## src/rtl/div_tick_counter.sv

```systemverilog
// Counts rising edges of a divided-clock level sampled in the source clock domain,
// with programmable wrap strobe and input-period measurement.
module div_tick_counter #(
  parameter int unsigned CNT_W = 8,
  parameter int unsigned PER_W = 8
) (
  input  logic             clk,
  input  logic             rst,
  input  logic             div_in,
  input  logic             enable,
  input  logic             clear,
  input  logic [CNT_W-1:0] terminal,
  output logic             tick,
  output logic             wrap,
  output logic [CNT_W-1:0] count,
  output logic [PER_W-1:0] period,
  output logic             period_valid,
  output logic             period_sat
);

  typedef enum logic [1:0] {
    IDLE = 2'd0,
    ARM  = 2'd1,
    RUN  = 2'd2
  } state_t;

  localparam logic [PER_W-1:0] PER_MAX = '1;

  state_t           state;
  state_t           state_nxt;
  logic             s1;
  logic             s2;
  logic             v1;
  logic             v2;
  logic             rise;
  logic             cnt_step;
  logic             cnt_wrap;
  logic             first_seen;
  logic [PER_W-1:0] per_cnt;
  logic [PER_W-1:0] per_inc;

  // v1/v2 mark s1/s2 as holding real samples, so a level that is already high
  // at reset release is not mistaken for a fresh 0->1 transition.
  assign rise = s1 & ~s2 & v2;

  always_ff @(posedge clk or posedge rst) begin
    if (rst) begin
      s1 <= 1'b0;
      s2 <= 1'b0;
      v1 <= 1'b0;
      v2 <= 1'b0;
    end else begin
      s1 <= div_in;
      s2 <= s1;
      v1 <= 1'b1;
      v2 <= v1;
    end
  end

  always_ff @(posedge clk or posedge rst) begin
    if (rst) state <= IDLE;
    else     state <= state_nxt;
  end

  always_comb begin
    state_nxt = state;
    if (clear) begin
      state_nxt = enable ? ARM : IDLE;
    end else begin
      case (state)
        IDLE:    if (enable) state_nxt = ARM;
        ARM: begin
          if (!enable)  state_nxt = IDLE;
          else if (rise) state_nxt = RUN;
        end
        RUN:     if (!enable) state_nxt = IDLE;
        default: state_nxt = IDLE;
      endcase
    end
  end

  always_comb begin
    cnt_step = 1'b0;
    cnt_wrap = 1'b0;
    if (!clear && enable && (state == RUN) && rise) begin
      if (count == terminal) cnt_wrap = 1'b1;
      else                   cnt_step = 1'b1;
    end
  end

  always_ff @(posedge clk or posedge rst) begin
    if (rst) begin
      tick  <= 1'b0;
      wrap  <= 1'b0;
      count <= '0;
    end else begin
      tick <= rise;
      wrap <= cnt_wrap;
      if (clear || cnt_wrap) count <= '0;
      else if (cnt_step)     count <= count + 1'b1;
    end
  end

  assign per_inc = (per_cnt == PER_MAX) ? PER_MAX : per_cnt + 1'b1;

  always_ff @(posedge clk or posedge rst) begin
    if (rst) begin
      per_cnt      <= '0;
      period       <= '0;
      period_valid <= 1'b0;
      period_sat   <= 1'b0;
      first_seen   <= 1'b0;
    end else if (clear) begin
      per_cnt      <= '0;
      period_valid <= 1'b0;
      period_sat   <= 1'b0;
      first_seen   <= 1'b0;
    end else if (rise) begin
      per_cnt    <= '0;
      period     <= per_inc;
      period_sat <= (per_inc == PER_MAX);
      first_seen <= 1'b1;
      if (first_seen) period_valid <= 1'b1;
    end else begin
      per_cnt <= per_inc;
    end
  end

endmodule

```

## config.mk

```make
export PLATFORM = sky130hd
export DESIGN_NAME = div_tick_counter
export DESIGN_NICKNAME = d
export VERILOG_FILES = /design/src/rtl/div_tick_counter.sv
export SDC_FILE = /design/constraint.sdc
export NUM_CORES = 1
export LEC_CHECK = 0
export BUFFER_PORTS_ARGS = -buffer_cell sky130_fd_sc_hd__buf_2
export CORE_ASPECT_RATIO = 0.5
export CORE_MARGIN = 5
export CORE_UTILIZATION = 50
export CTS_CLUSTER_SIZE = 8
export DETAILED_ROUTE_END_ITERATION = 10
export GPL_ROUTABILITY_DRIVEN = 0
export MAX_ROUTING_LAYER = met4
export PLACE_DENSITY_LB_ADDON = 0.2
export SYNTH_ARGS = -nofsm -noshare
export SYNTH_HDL_FRONTEND = slang
export SYNTH_SLANG_ARGS = --single-unit
```

## constraint.sdc

```tcl
create_clock -name clk -period 2.8 [get_ports clk]
set_input_delay 0.42 -clock clk [delete_from_list [all_inputs] [get_ports clk]]
set_output_delay 0.42 -clock clk [all_outputs]
set_load 0.02 [all_outputs]
```

==> run_results.csv <==
group,metric,value,unit
critical_path,cp.buffers_inverters,0,
power_and_ir_drop,total_power,1049,uW
clock_tree,cts.sinks,35,
floorplanning,start_util,53.79,%
global_route,grt_max_degree,19,
timing,slew_headroom,57.12,%
place,dp_hpwl,2.403,mm
synth,synth_top_cell_area_share,52.51,%
layout,layout_commonest_cell,"dfrtp_1",
critical_path,crit_end,"count[4]",
run_status,status,"completed",
clock_tree,cts-resized-gates,0,
timing,final-hold-violation-count,0,
critical_path,cp_slowest_cell,"dfrtp_1",
clock_tree,clock_latency,0.29,ns
clock_tree,clockRootBuffer,"clkbuf_8",
critical_path,cp.arrival,1.73,ns
layout,diodes,0,
synth,ys_top_cells_by_area,"dfrtp_1, xnor2_1, nor2_1, nand2_1, nand3_1",
route,ant_nets,0,
floorplanning,core,3100,um2
route,vias,1247,
critical_path,worstReg2RegEnd,"count[4]",
critical_path,r2r-start,"count[5]",
floorplanning,io_pins,33,
floorplanning,die_w,91.68,um
timing,setup-tns-final,0,ns
global_route,first_global_vias,1209,
critical_path,crit_required,2.96,ns
layout,fillerInstances,260,
floorplanning,die_y,50.84,um
hold_path,hp-class,"primary input to async pin",
synth,ys_ff_latch,35,
global_route,grt_overflow,0,
synth,netlist_instances,160,
synth,avgSynthCellArea,10.42,um2
critical_path,critPathLaunchType,"flip-flop",
timing,rsz0062_at_grt,"no",
critical_path,path_cells,"xnor2_1 > nand4_1 > o31ai_4 > nor2_1",
place,port_buffers,32,
layout,utilization,63.32,%
global_route,antenna_found_initial,0,
power_and_ir_drop,power.density,534.1,nW/um2
timing,final.min_clock_period,1.572,ns
floorplanning,num_rows,14,
timing,max_freq,0.6361,GHz
layout,layout_common_cells,"dfrtp_1, buf_2, nor2_1",
global_route,track_usage,16.87,%
synth,synth_area_leader_cell,"dfrtp_1",
critical_path,ff2ff_path_depth,4,
synth,yosys_warnings,0,
layout,final_nets,211,
layout,seq_area,875.8,um2
clock_tree,hold_buffers,0,
route,via_per_inst,5.284,
critical_path,cpPeakStageDelay,0.47,ns
timing,clock_skew,0.006859,ns
floorplanning,fp.dieArea,4661,um2
timing,worstMarginPinSlew,0.6425,ns
flow_run,max-cap-violations,0,
power_and_ir_drop,p_leak,0.0009098,uW
global_route,grt_pass1_wl,5.837,mm
layout,area_growth,17.70,%
route,drc_errors,0,
critical_path,cp.depth,4,
timing,period_share,56.15,%
route,first_iter_violations,67,
critical_path,critPathMaxFanout,7,
route,drt_pass1_iterations,4,
synth,synth.yosys.seq_area_share,52.51,%
clock_tree,path_clk_slew,0.07,ns
critical_path,crit_path_end_kind,"flip-flop",
synth,syn_area,1668,um2
critical_path,crit_type,"flip-flop to flip-flop",
synth,synth.distinct_cells,38,
critical_path,regToRegSetupSlack,1.23,ns
layout,multi_input_comb_area,748.2,um2
clock_tree,cts_buffer_depth,2,
clock_tree,htreeDepth,2,
power_and_ir_drop,peakVddDrop,226.9,uV
synth,synth_nets,175,
clock_tree,post-cts-setup-buffer-count,0,
clock_tree,cts-buffers-inserted,5,
timing,finalSetupViolations,0,
timing,final_max_slew_viol_count,0,
route,wl,3.318,mm
critical_path,startpoint,"count[5]",
route,drt-wirelength-per-cell,14.06,um
clock_tree,cts_tree,"yes",
layout,drive_gt1_share,26.53,%
critical_path,cp_top_family,"flip-flops",
==> how the worst min path moves through the flow <==
stage | cells past startpoint | slack [ns] | to | start
final | 2 | 0.21 | per_cnt[7] | rst
after global routing | 1 | 0.23 | s1 | div_in
after CTS | 2 | 0.24 | per_cnt[7] | rst
after detailed placement | 0 | 0.35 | v2 | v1
after global placement | 0 | 0.33 | v2 | v1
after floorplan | 0 | 0.33 | v2 | v1
==> per-layer routing <==
layer / up-vias / wire, um / GRT usage, %
met5: - / 0 / -
met2: 32 / 1572 / 26.00
met4: 0 / 61 / 7.750
met3: 10 / 207 / 5.425
li1: 619 / - / -
met1: 586 / 1477 / 20.50
==> layout make-up <==
| cell class | count | area share (%) |
|---|---|---|
| flip-flops and latches | 35 | 44.61 |
| inverters | 5 | 0.9560 |
| clock inverters | 1 | 1.530 |
| multi-input cells | 116 | 38.11 |
| repair buffers | 33 | 8.540 |
| well taps | 40 | 2.549 |
| clock buffers | 6 | 3.697 |
==> through the flow <==
| stage | instance area (um2) | hold slack, ns | std cells | worst slack (ns) |
|---|---|---|---|---|
| 5_1_grt | 1963 | 0.2301 | 236 | 1.083 |
| 3_5_place_dp | 1861 | 0.3457 | 229 | 1.188 |
| 6_report | 1963 | 0.2084 | 236 | 1.228 |
| 3_3_place_gp | 1861 | 0.3342 | 229 | 1.233 |
| 4_1_cts | 1963 | 0.2409 | 236 | 1.212 |
| 2_1_floorplan | 1668 | 0.3312 | 160 | 1.326 |
==> Yosys cell counts (all sizes together) <==
cell type / n
a211oi: 1
a21boi: 1
a21oi: 4
a31o: 1
a31oi: 3
and3: 3
and4b: 1
and4bb: 1
buf: 2
clkbuf: 2
conb: 1
dfrtp: 35
ha: 2
inv: 5
mux2i: 2
nand2: 17
nand3: 10
nand3b: 1
nand4: 4
nand4bb: 1
nor2: 26
nor3: 3
nor4: 3
o211ai: 1
o21a: 1
o21ai: 8
o31ai: 2
o41ai: 1
or3: 1
xnor2: 14
xor2: 3
==> state kept, by name (all words and copies together), names as in the netlist <==
register and cells:
v2 1, s1 1, tick 1, first_seen 1, state 2, s2 1, period 8, per_cnt 8
period_sat 1, wrap 1, period_valid 1, count 8, v1 1
==> where the power goes <==
part / leakage [uW] / internal, uW / switching (uW)
combinational: 0.000389 / 30.7 / 52.8
clock: 0.0000513 / 261 / 172
sequential: 0.000470 / 522 / 10.3
==> cell families after synthesis <==
family	synth area share, %
compound gates	9.528
simple gates	23.48
mux	1.200
flops	52.51
fa+ha+maj	1.500
buf+inv	2.624
xor+xnor	8.928
other cells	0.2248
Power figures use the tool's default switching activity.
